[config.mk]
export PLATFORM = sky130hd
export DESIGN_NAME = bcd_display_scheduler_flat
export DESIGN_NICKNAME = d
export VERILOG_FILES = /design/src/rtl/bcd_display_scheduler_pkg.sv /design/src/rtl/bcd_display_scheduler_if.sv /design/src/rtl/bcd_display_scheduler_rr_arbiter.sv /design/src/rtl/bcd_display_scheduler.sv /design/src/flat_wrapper.sv
export SDC_FILE = /design/constraint.sdc
export NUM_CORES = 1
export LEC_CHECK = 0
export CAP_MARGIN = 10
export CORE_MARGIN = 2
export CORE_UTILIZATION = 40
export CTS_BUF_LIST = sky130_fd_sc_hd__clkbuf_4
export DETAILED_ROUTE_END_ITERATION = 16
export PLACE_DENSITY = 0.6
export SLEW_MARGIN = 20
export SYNTH_ARGS = -nofsm -noshare
export SYNTH_HDL_FRONTEND = slang
export SYNTH_SLANG_ARGS = --single-unit
[constraint.sdc]
create_clock -name clk -period 3.1 [get_ports clk]
set_input_delay 0.31 -clock clk [delete_from_list [all_inputs] [get_ports clk]]
set_output_delay 0.31 -clock clk [all_outputs]
set_load 0.02 [all_outputs]
[src/rtl/bcd_display_scheduler_pkg.sv]
// rtl/bcd_display_scheduler_pkg.sv - shared FSM encodings, digit indices and BCD field helpers
package bcd_display_scheduler_pkg;

  typedef enum logic [1:0] {
    IDLE  = 2'd0,
    ISSUE = 2'd1,
    STORE = 2'd2
  } conv_state_t;

  localparam logic [1:0] DIG_UNITS    = 2'd0;
  localparam logic [1:0] DIG_TENS     = 2'd1;
  localparam logic [1:0] DIG_HUNDREDS = 2'd2;

  localparam int UNITS_LSB    = 0;
  localparam int TENS_LSB     = 4;
  localparam int HUNDREDS_LSB = 8;

  // Hundreds field is only two bits wide; it is zero-extended to a full nibble.
  function automatic logic [3:0] bcd_digit(input logic [9:0] bcd, input logic [1:0] dig);
    case (dig)
      DIG_TENS:     return bcd[TENS_LSB +: 4];
      DIG_HUNDREDS: return {2'b00, bcd[HUNDREDS_LSB +: 2]};
      default:      return bcd[UNITS_LSB +: 4];
    endcase
  endfunction

endpackage

[src/rtl/bcd_display_scheduler_if.sv]
// rtl/bcd_display_scheduler_if.sv - requester handshake bundle (req / req_val / ack)
interface bcd_display_scheduler_if #(
  parameter int N_REQ = 3
) ();

  logic [N_REQ-1:0]   req;
  logic [8*N_REQ-1:0] req_val;
  logic [N_REQ-1:0]   ack;

  modport master (output req, output req_val, input ack);
  modport slave  (input req, input req_val, output ack);

endinterface

[src/rtl/bcd_display_scheduler_rr_arbiter.sv]
// rtl/bcd_display_scheduler_rr_arbiter.sv - round-robin arbiter, first request at or after ptr wins
module rr_arbiter #(
  parameter int N_REQ = 3
) (
  input  logic [N_REQ-1:0] req,
  input  logic [1:0]       ptr,
  output logic [N_REQ-1:0] grant,
  output logic [1:0]       grant_idx
);

  logic [3:0] req4;
  logic [1:0] cand;
  logic       found;

  always_comb begin
    req4      = 4'(req);
    grant     = '0;
    grant_idx = '0;
    cand      = '0;
    found     = 1'b0;
    for (int k = 0; k < N_REQ; k++) begin
      cand = 2'((int'(ptr) + k) % N_REQ);
      if (!found && req4[cand]) begin
        found     = 1'b1;
        grant_idx = cand;
        for (int j = 0; j < N_REQ; j++) begin
          if (2'(j) == cand) grant[j] = 1'b1;
        end
      end
    end
  end

endmodule

[src/rtl/bcd_display_scheduler.sv]
// rtl/bcd_display_scheduler.sv - shared BCD converter scheduler with 3-digit scanned display
// Optional build macro: LEADING_ZERO_BLANK_EN (blanks leading zero hundreds/tens digits).
module bcd_display_scheduler
  import bcd_display_scheduler_pkg::*;
#(
  parameter int N_REQ    = 3,
  parameter int CONV_LAT = 1,
  parameter int SCAN_DIV = 50000
) (
  input  logic                         clk,
  input  logic                         rst_n,
  bcd_display_scheduler_if.slave       req_bus,
  output logic [7:0]                   conv_bin,
  input  logic [9:0]                   conv_bcd,
  input  logic [1:0]                   disp_sel,
  output logic [2:0]                   dig_en,
  output logic [3:0]                   dig_bcd,
  output logic                         blank,
  output logic                         busy
);

  localparam int SCAN_W = (SCAN_DIV > 2) ? $clog2(SCAN_DIV) : 1;

  conv_state_t      state, state_nxt;
  logic [1:0]       idx, ptr;
  logic [2:0]       wait_cnt;
  logic [N_REQ-1:0] grant;
  logic [1:0]       grant_idx;
  logic [7:0]       grant_val;
  logic [9:0]       slot [4];
  logic [3:0]       valid;

  rr_arbiter #(.N_REQ(N_REQ)) u_arb (
    .req       (req_bus.req),
    .ptr       (ptr),
    .grant     (grant),
    .grant_idx (grant_idx)
  );

  always_comb begin
    grant_val = '0;
    for (int i = 0; i < N_REQ; i++) begin
      if (grant[i]) grant_val = req_bus.req_val[8*i +: 8];
    end
  end

  always_ff @(posedge clk or negedge rst_n) begin
    if (!rst_n) state <= IDLE;
    else        state <= state_nxt;
  end

  always_comb begin
    state_nxt   = state;
    req_bus.ack = '0;
    case (state)
      IDLE:    if (|req_bus.req) state_nxt = ISSUE;
      ISSUE:   if (wait_cnt == 3'(CONV_LAT - 1)) state_nxt = STORE;
      STORE: begin
        state_nxt   = IDLE;
        req_bus.ack = N_REQ'(1) << idx;
      end
      default: state_nxt = IDLE;
    endcase
  end

  assign busy = (state != IDLE);

  // conv_bin doubles as the latched operand, so it naturally holds in IDLE.
  always_ff @(posedge clk or negedge rst_n) begin
    if (!rst_n) begin
      idx      <= '0;
      ptr      <= '0;
      wait_cnt <= '0;
      conv_bin <= '0;
      valid    <= '0;
      for (int i = 0; i < 4; i++) slot[i] <= '0;
    end else begin
      case (state)
        IDLE: if (|req_bus.req) begin
          idx      <= grant_idx;
          conv_bin <= grant_val;
          wait_cnt <= '0;
        end
        ISSUE: wait_cnt <= wait_cnt + 3'd1;
        STORE: begin
          slot[idx]  <= conv_bcd;
          valid[idx] <= 1'b1;
          ptr        <= (idx == 2'(N_REQ - 1)) ? 2'd0 : idx + 2'd1;
        end
        default: ;
      endcase
    end
  end

  logic [SCAN_W-1:0] scan_cnt;
  logic [1:0]        dig_idx;

  always_ff @(posedge clk or negedge rst_n) begin
    if (!rst_n) begin
      scan_cnt <= '0;
      dig_idx  <= DIG_UNITS;
    end else if (scan_cnt == SCAN_W'(SCAN_DIV - 1)) begin
      scan_cnt <= '0;
      dig_idx  <= (dig_idx == DIG_HUNDREDS) ? DIG_UNITS : dig_idx + 2'd1;
    end else begin
      scan_cnt <= scan_cnt + 1'b1;
    end
  end

  logic [9:0] sel_bcd;
  logic       blank_nxt;
  logic [3:0] nib_nxt;

  always_comb begin
    sel_bcd   = slot[disp_sel];
    blank_nxt = !((int'(disp_sel) < N_REQ) && valid[disp_sel]);
`ifdef LEADING_ZERO_BLANK_EN
    if (dig_idx == DIG_HUNDREDS && sel_bcd[HUNDREDS_LSB +: 2] == 2'd0)
      blank_nxt = 1'b1;
    if (dig_idx == DIG_TENS && sel_bcd[HUNDREDS_LSB +: 2] == 2'd0 && sel_bcd[TENS_LSB +: 4] == 4'd0)
      blank_nxt = 1'b1;
`endif
    nib_nxt = blank_nxt ? 4'd0 : bcd_digit(sel_bcd, dig_idx);
  end

  always_ff @(posedge clk or negedge rst_n) begin
    if (!rst_n) begin
      dig_en  <= 3'b001;
      dig_bcd <= '0;
      blank   <= 1'b1;
    end else begin
      dig_en  <= 3'b001 << dig_idx;
      dig_bcd <= nib_nxt;
      blank   <= blank_nxt;
    end
  end

endmodule
[src/flat_wrapper.sv]
// flat-port wrapper written by rule: the top's interface ports become plain ports
module bcd_display_scheduler_flat import bcd_display_scheduler_pkg::*;
#(
  parameter int N_REQ    = 3,
  parameter int CONV_LAT = 1,
  parameter int SCAN_DIV = 50000
)
  (clk, rst_n, conv_bin, conv_bcd, disp_sel, dig_en, dig_bcd, blank, busy, req_bus_req, req_bus_req_val, req_bus_ack);
  bcd_display_scheduler_if #(.N_REQ(N_REQ)) req_bus_i ();
  input  logic clk;
  input  logic rst_n;
  output logic [7:0] conv_bin;
  input  logic [9:0] conv_bcd;
  input  logic [1:0] disp_sel;
  output logic [2:0] dig_en;
  output logic [3:0] dig_bcd;
  output logic blank;
  output logic busy;
  input wire logic [$bits(req_bus_i.req)-1:0] req_bus_req;
  input wire logic [$bits(req_bus_i.req_val)-1:0] req_bus_req_val;
  output wire logic [$bits(req_bus_i.ack)-1:0] req_bus_ack;
  assign req_bus_i.req = req_bus_req;
  assign req_bus_i.req_val = req_bus_req_val;
  assign req_bus_ack = req_bus_i.ack;
  bcd_display_scheduler #(.N_REQ(N_REQ), .CONV_LAT(CONV_LAT), .SCAN_DIV(SCAN_DIV)) u_core (.clk(clk), .rst_n(rst_n), .req_bus(req_bus_i), .conv_bin(conv_bin), .conv_bcd(conv_bcd), .disp_sel(disp_sel), .dig_en(dig_en), .dig_bcd(dig_bcd), .blank(blank), .busy(busy));
endmodule
### Word level (Yosys, flattened, before mapping)

Cells that the tools add are included.

| cells by class | value |
|---|---|
| shifts and indexed selects | 2 |
| add/subtract/negate cells | 6 |
| divide/modulo/power cells | 3 |
| magnitude comparators | 10 |
| multiplexer cells | 47 |
| reductions and logical operators | 19 |
| bitwise gates (word level) | 3 |
| equal/unequal tests | 14 |

Operator list:

| kind | number |
|---|---|
| $mod 32x3->32 const B | 2 |
| $bwmux 40 | 1 |
| $mod 3x3->32 const B | 1 |
| $mux 10 | 3 |
| $mux 8 | 3 |
| $bmux 10 s2 | 1 |
| $demux 10 s2 | 1 |
| $add 16x1->16 const B | 1 |
| $eq 16x16->1 const B | 1 |
| $mux 1 | 16 |
| $mux 16 | 1 |
| $lt 2x3->1 const B | 5 |
| $mux 3 | 5 |
| $mux 2 | 7 |
| $bmux 1 s2 | 4 |
| $logic_not 2->1 | 4 |
| $pmux 4 s2 | 1 |
| $eq 1x2->1 const A | 3 |
| $eq 2x2->1 const A | 3 |
| $eq 2x2->1 const B | 3 |
| $ge 3x3->1 const B | 2 |
| $not 2->3 | 2 |
| $pmux 3 s2 | 1 |
| $reduce_and 2->1 | 3 |
| 19 further kinds | 30 |

| word-level totals | value |
|---|---|
| word-level logic and storage cells | 119 |
| output and inout port bits | 20 |
| register bits | 87 |

### Longest topological paths before layout

Gate-level depths: netlist of the first run.

| depth | value |
|---|---|
| depth in word-level cells | 13 |
| mapped depth | 9 |

### By module

Synthesis of the first run repeated with hierarchy kept, for this count alone.

| unflattened totals | value |
|---|---|
| cell total of the unflattened synthesis | 336 |
| area, all modules | 4161.5 um2 |

Modules (own cells, without submodules):

| module | cells an instance | area each (um2) | seq. area each (um2) | times used |
|---|---|---|---|---|
| bcd_display_scheduler | 298 | 3895.0 | 2154.6 | 1 |
| rr_arbiter | 38 | 266.5 | 0.0 | 1 |

### Least setup slack after synthesis of the first run

Ideal clock, no wire load.

| path | value |
|---|---|
| path kind | flip-flop to flip-flop |
| start | reg u_core.ptr[0] |
| end | reg u_core.conv_bin[0] |
| setup slack | 0.822 ns |
| arrival | 2.196 ns |
| clock period less this slack | 2.278 ns |
| cell stages (with the launch flop) | 10 |
| cells stage by stage | dfrtp_1 inv_1 ha_1 buf_6 mux2_4 nand3_1 o211ai_2 o31ai_2 o2111ai_1 a31oi_1 |

| between the ends | value |
|---|---|
| word-level cells in the longest chain between the ends | 13 |

RTL lines:

| element | line | source |
|---|---|---|
| from (decl) | bcd_display_scheduler.sv:25 | `logic [1:0] idx, ptr;` |
| from (signal assigned) | bcd_display_scheduler.sv:88 | `ptr <= (idx == 2'(N_REQ - 1)) ? 2'd0 : idx + 2'd1;` |
| branches (longest 9 deep; another with $mod 32x3->32) | - |  |
| $mux 3 * | bcd_display_scheduler_rr_arbiter.sv:23 | `if (!found && req4[cand]) begin` |
| $mux 8 (2 in a row) | bcd_display_scheduler.sv:43 | `if (grant[i]) grant_val = req_bus.req_val[8*i +: 8];` |
| $mux 8 * | bcd_display_scheduler.sv:43 |  |
| to (signal assigned) | bcd_display_scheduler.sv:81 | `conv_bin <= grant_val;` |
| to (decl) | bcd_display_scheduler.sv:13 | `output logic [7:0] conv_bin,` |

Mark *: on every way between the ends. The select of a mux whose other input is x is not followed.
A chain may end at the register's enable or synchronous reset.

### Worst setup path after layout of the first run

| path | value |
|---|---|
| start | reg u_core.ptr[0] |
| end | reg u_core.conv_bin[5] |

The elaborated chain is that of the path after synthesis.

==> flow_metrics.py, run 1 <==
metrics = {
    "worst_setup_path": {
        "crit-reg2reg-launch": "u_core.ptr[0]",
        "required_ns": 3.45,
        "critPathLaunchType": "flop",
        "end_kind": "flop",
        "reg2reg_slack_ns": 0.35,
        "critPathLaunch": "u_core.ptr[0]",
        "reg2reg_depth": 8,
        "cp.arrival_ns": 3.10,
        "path_max_fanout": 10,
        "crit-reg2reg-capture": "u_core.conv_bin[5]",
        "path_class": "reg -> reg",
    },
    "timing": {
        "max_freq_mhz": 363.2,
        "maxSlewHeadroom_pct": 47.98,
        "rsz0062_at_grt": "no",
        "drv_slew": 0,
        "tns_ns": 0,
        "final.min_clock_period_ns": 2.754,
        "fin_skew_ns": 0.02311,
        "whs_ns": 0.4437,
        "final-hold-violation-count": 0,
        "period_share_pct": 88.82,
        "setup_viol_count_final": 0,
        "worstMarginPinSlew_ns": 0.7804,
    },
    "logic_synthesis": {
        "ys_ff_latch": 86,
        "ys.warnings.count": 0,
        "synthTopCellsByArea": "dfrtp_1 50%, mux2_2 11%, mux4_2 5.4%",
        "synth.avg_cell_area_sq_um": 11.65,
        "synth_top_area_share_pct": 49.99,
        "synth.distinct_cells": 48,
        "async_flop_share_pct": 100.0,
        "synth_edf_count": 0,
        "synth_ff_type": "dfrtp_1",
        "syn_area_sq_um": 4205,
        "synth.most_common_cell": "dfrtp_1",
        "yosys.area.top_type": "dfrtp_1",
        "synthTopCellsByCount": "84 x dfrtp_1, 40 x mux2_2, 32 x nand2_1",
        "syn_nets": 412,
        "ys_seq_area_share_pct": 51.23,
        "synth_cells": 361,
    },
    "clocking": {
        "clk_latency_ns": 0.43,
        "cts_setup_buffers": 0,
        "cts_tree": "done",
        "cts_buffer_depth": 2,
        "cts_sinks": 86,
        "ctsHtreeMaxLevel": 3,
        "numCtsBuffers": 9,
        "clk_pin_slew_worst_paths_ns": 0.13,
        "root_buffer": "clkbuf_4",
    },
    "global_route": {
        "antenna_found_initial": 0,
        "grt_pass1_wl_um": 14730,
        "globalRouteTotalUtil_pct": 16.61,
        "grt_start_max_net_pins": 87,
        "first_global_vias": 2990,
        "grt-ovfl-total": 0,
    },
    "power_and_ir_drop": {
        "power.internal_mw": 2.714,
        "clockPowerShare_pct": 15.6,
        "power_frac_comb_pct": 43.2,
        "ir_drop_uv": 315.7,
        "seq_power_share_pct": 41.2,
        "sw_frac_of_total_pct": 35.84,
        "total_power_mw": 4.229,
        "switching_power_mw": 1.516,
        "p_per_area_nw_per_um2": 824.5,
        "p_leak_nw": 2.164,
    },
    "cells_and_area": {
        "final_nets": 475,
        "fin_util_pct": 49.91,
        "areaGrowthSynthToFinish_pct": 21.99,
        "drive_gt1_share_pct": 21.68,
        "num-fill-cells": 962,
        "n_antenna_cell": 0,
    },
    "floorplanning": {
        "design.die.area_sq_um": 11350,
        "io_pins": 61,
        "die_h_um": 106.5,
        "die_w_um": 106.5,
        "rows": 37,
        "start_util_pct": 40.92,
        "core_sq_um": 10280,
    },
    "detailed_routing": {
        "drtPass1Iterations": 4,
        "drc_errors": 0,
        "dr_total_vias": 2924,
        "final_antenna_net_count": 0,
        "routedWlPerCell_um": 15.71,
        "wirelength_um": 8877,
        "drt_iter0_drc": 80,
        "avgViaCountPerCell": 5.175,
    },
    "hold_path": {
        "holdPathStages": 3,
        "min-delay-start": "req_bus_req_val[13]",
        "hp-class": "in -> reg",
        "hold-path-endpoint": "u_core.conv_bin[5]",
    },
    "placed_design": {
        "hpwl_um": 6232,
        "io_buffers": 60,
        "gp_congestion": 0.8222,
    },
    "status": {
        "status": "complete, no violations",
    },
    "job": {
        "cap_violations": 0,
    },
}
[placed cells by master (no fill, tap or decap), types with 5 or more instances in the layout]
master,count
mux2_2,40
xor2_1,7
or2_2,5
ha_1,10
nand2b_1,11
nand3_1,14
xnor2_1,7
dfrtp_1,84
a31oi_1,19
nand2_1,32
nor2_1,28
buf_4,7
o2111ai_1,9
nor2b_1,5
clkdlybuf4s50_1,59
clkbuf_4,10
o21ai_0,7
inv_1,11
mux4_2,10
[power by group through the flow]
stage          clock network [mW]  registers [mW]  logic (mW)
2_1_floorplan                   0            1.79        1.24
3_3_place_gp                    0            1.75        1.82
3_5_place_dp                    0            1.77        1.84
4_1_cts                     0.692            1.74        1.84
5_1_grt                     0.734            1.79        2.02
6_report                    0.659            1.74        1.83
[worst max-delay path, cell delays in order (launching register included)]
cell and delay [ns]:
dfrtp_1 0.42, inv_1 0.08, ha_1 0.48, mux2_4 0.34, nand3_1 0.09, o211ai_2 0.25, o31ai_2 0.61, o2111ai_1 0.21
a31oi_1 0.21
[flip-flops by register name, summed over array words and instances (netlist names)]
register and count:
u_core.ptr 2, u_core.idx 2, u_core.conv_bin 8, u_core.wait_cnt 3, u_core.scan_cnt 16, u_core.dig_idx 2
u_core.slot 40, u_core.dig_en 3, u_core.state 2, u_core.valid 3, u_core.blank 1, u_core.dig_bcd 4
[layer usage]
metal,GRT usage (%),up-vias,part of all wire [%]
met4,6.679,0,1.5
met2,25.55,80,46
li1,-,1419,-
met1,23.30,1413,48
met3,3.004,12,4.4
met5,0,-,0
[repair_timing]
action | CTS | global route
endpoints found under the hold margin | 0 | 31
hold buffers | 0 | 1
resized for setup | 0 | 0
[area by class of cell]
class                      instances  area [sq um]  share of cell area, %
sequential                        86          2155                  42.00
multi-input combinational        247          1952                  38.05
timing repair buffer              68         664.4                  12.95
tap                              136         170.2                  3.317
clock buffer                      10         75.07                  1.463
clock inverter                     6         68.82                  1.341
inverter                          12         45.04                 0.8780
[metrics by stage]
step           instances  area [sq um]  setup slack [ns]
3_5_place_dp         548          4972            0.3895
5_1_grt              565          5130            0.1353
6_report             565          5130            0.3465
2_1_floorplan        361          4205            0.8219
3_3_place_gp         548          4972            0.4452
4_1_cts              564          5116            0.3772
[how the worst max path moves through the flow]
stage	end	cells after the start	slack, ns
after floorplan	u_core.conv_bin[0]	9	0.82
after global placement	u_core.conv_bin[0]	8	0.45
after detailed placement	u_core.conv_bin[7]	8	0.39
after CTS	u_core.conv_bin[2]	8	0.38
after global routing	u_core.conv_bin[2]	8	0.14
final	u_core.conv_bin[5]	8	0.35
[kinds of logic after synthesis]
logic type	share of synthesized area (%)
AO/OA/AOI/OAI	8.866
buffers and inverters	2.707
XOR/XNOR	2.916
AND/OR/NAND/NOR	13.92
adder cells (fa/ha/maj)	2.975
multiplexers	17.38
flip-flops	51.23
(Power assumes the default switching activity.)
==> run 2: changes to the inputs <==
Settings changed: PLACE_DENSITY 0.6 to 0.72.
Clock period 3.1 ns to 2.9 ns, I/O delays scaled along.
==> run 2 against run 1 <==
Clock-buffer cell count unchanged. Final cell count unchanged. Worst setup slack lost 0.14 ns. Critical path type unchanged. Largest power group unchanged.
==> flow_metrics.py, run 2 (synthesized netlist as in run 1, its figures left out) <==
metrics = {
    "status": {
        "status": "complete, no violations",
    },
    "timing": {
        "rsz0062_at_grt": "no",
        "maxSlewHeadroom_pct": 49.02,
        "fin_skew_ns": 0.01692,
        "period_share_pct": 92.77,
        "worstMarginPinSlew_ns": 0.7648,
        "setup_viol_count_final": 0,
        "drv_slew": 0,
        "tns_ns": 0,
        "final.min_clock_period_ns": 2.690,
        "final-hold-violation-count": 0,
        "max_freq_mhz": 371.7,
    },
    "worst_setup_path": {
        "crit-reg2reg-launch": "u_core.ptr[0]",
        "critPathSlowestCell": "o31ai_2",
        "path_max_fanout": 10,
        "worst_path_largest_cell_delay_ns": 0.60,
        "cp.arrival_ns": 3.04,
        "cp_cell_sequence": "inv_1 > ha_1 > mux2_4 > nand3_1 > o211ai_2 > o31ai_2 > o2111ai_1 > a31oi_1",
        "cp_top_family": "compound AO/OA/AOI/OAI gates",
        "path_class": "reg -> reg",
        "required_ns": 3.25,
        "end_kind": "flop",
        "critPathLaunch": "u_core.ptr[0]",
        "cp.buffers_inverters": 1,
        "critPathLaunchType": "flop",
    },
    "job": {
        "cap_violations": 0,
    },
    "floorplanning": {
        "core_sq_um": 10280,
        "design.die.area_sq_um": 11350,
        "start_util_pct": 40.92,
        "io_pins": 61,
        "die_w_um": 106.5,
        "die_h_um": 106.5,
        "rows": 37,
    },
    "cells_and_area": {
        "layout_commonest_cell": "dfrtp_1",
        "final_nets": 476,
        "n_antenna_cell": 0,
        "largest_register": "u_core.slot",
        "reg_top3": "u_core.slot (40), u_core.scan_cnt (16), u_core.conv_bin (8)",
        "drive_gt1_share_pct": 21.45,
        "largest_reg_flops": 40,
        "final_cell_mix": "84 x dfrtp_1, 59 x clkdlybuf4s50_1, 40 x mux2_2, 32 x nand2_1, 28 x nor2_1",
        "areaGrowthSynthToFinish_pct": 21.18,
        "instances_no_fill": 565,
        "fin_util_pct": 49.59,
    },
    "clocking": {
        "ctsHtreeMaxLevel": 3,
        "cts_resized": 0,
        "clk_latency_ns": 0.42,
        "cts_tree": "done",
        "cts_buffer_depth": 2,
        "root_buffer": "clkbuf_4",
        "clk_pin_slew_worst_paths_ns": 0.13,
        "numCtsBuffers": 9,
        "cts_setup_buffers": 0,
        "cts_sinks": 86,
    },
    "global_route": {
        "globalRouteTotalUtil_pct": 15.80,
        "first_global_vias": 2928,
        "antenna_found_initial": 0,
        "grt-ovfl-total": 0,
        "grt_pass1_wl_um": 14080,
        "grt_start_max_net_pins": 87,
    },
    "placed_design": {
        "gp_congestion": 0.8079,
        "io_buffers": 60,
        "hpwl_um": 6143,
        "place_inst": 549,
    },
    "hold_path": {
        "hp-class": "in -> reg",
        "min-delay-start": "req_bus_req_val[9]",
    },
    "detailed_routing": {
        "wirelength_um": 8516,
        "drtPass1Iterations": 4,
        "drc_errors": 0,
        "avgViaCountPerCell": 5.248,
        "routedWlPerCell_um": 15.07,
        "final_antenna_net_count": 0,
        "dr_total_vias": 2965,
        "drt_iter0_drc": 126,
    },
    "power_and_ir_drop": {
        "p_per_area_nw_per_um2": 857.7,
        "p_leak_nw": 2.154,
        "ir_drop_uv": 463.9,
    },
}
[run 2: changes by cell type in the layout (fill, tap and decap cells not counted)]
cell | previous run | this run
buf_4 | 7 | 8
bufinv_16 | 1 | 0
clkinv_1 | 0 | 1
clkinv_2 | 1 | 3
clkinvlp_4 | 1 | 0
inv_6 | 2 | 0
[run 2: cell type report]
cell class              instances  area (sq um)
fillers                       962          5181
multi-input cells             247          1952
well taps                     136         170.2
clock inverters                 5         27.53
repair buffers                 69         671.9
flip-flops and latches         86          2155
inverters                      12         45.04
clock buffers                  10         75.07
[run 2: path summary, 6_finish.rpt]
check / end / slack [ns] / cells after the start
hold / removal: u_core.conv_bin[1] / 0.44 / 3
hold reg to reg: u_core.valid[1] / 0.49 / 1
setup reg to reg: u_core.conv_bin[3] / 0.21 / 8
max in group asynchronous: u_core.valid[0] / 1.90 / 2
min in group asynchronous: u_core.slot[27] / 0.46 / 2
setup / recovery: u_core.conv_bin[3] / 0.21 / 8
[run 2: routing by layer]
metal | up-vias | wire [um] | track usage (%)
li1 | 1419 | - | -
met2 | 62 | 4271 | 26.37
met1 | 1474 | 3798 | 20.95
met5 | - | 0 | 0
met3 | 10 | 315 | 2.146
met4 | 0 | 131 | 6.122
[run 2: what timing repair did]
action,CTS,global route
hold endpoints to repair,0,60
setup endpoints to repair,0,0
hold buffers,0,1
[run 2: where the power goes]
group / switching, mW / leakage [nW] / internal, mW / total, mW
Sequential: 0.232 / 1.08 / 1.63 / 1.86
Combinational: 0.946 / 1.01 / 1.00 / 1.95
Clock: 0.383 / 0.0634 / 0.176 / 0.559
[run 2: metrics by stage]
stage          setup WS (ns)  hold slack (ns)  total power, mW  area, sq um
2_1_floorplan         0.6219        -0.005591            3.243         4205
3_3_place_gp          0.3452           0.4517            3.774         4980
3_5_place_dp          0.2242           0.4561            3.850         4980
4_1_cts               0.2102          0.07264            4.404         5082
5_1_grt              0.01864           0.4364            4.677         5096
6_report              0.2098           0.4376            4.371         5096
[run 2: worst min-delay path: cells and delay by family]
kind | cells | cell delay [ns]
AOI/OAI and AO/OA | 1 | 0.07
buffers and inverters | 1 | 0.40
and+or+nand+nor | 1 | 0.07
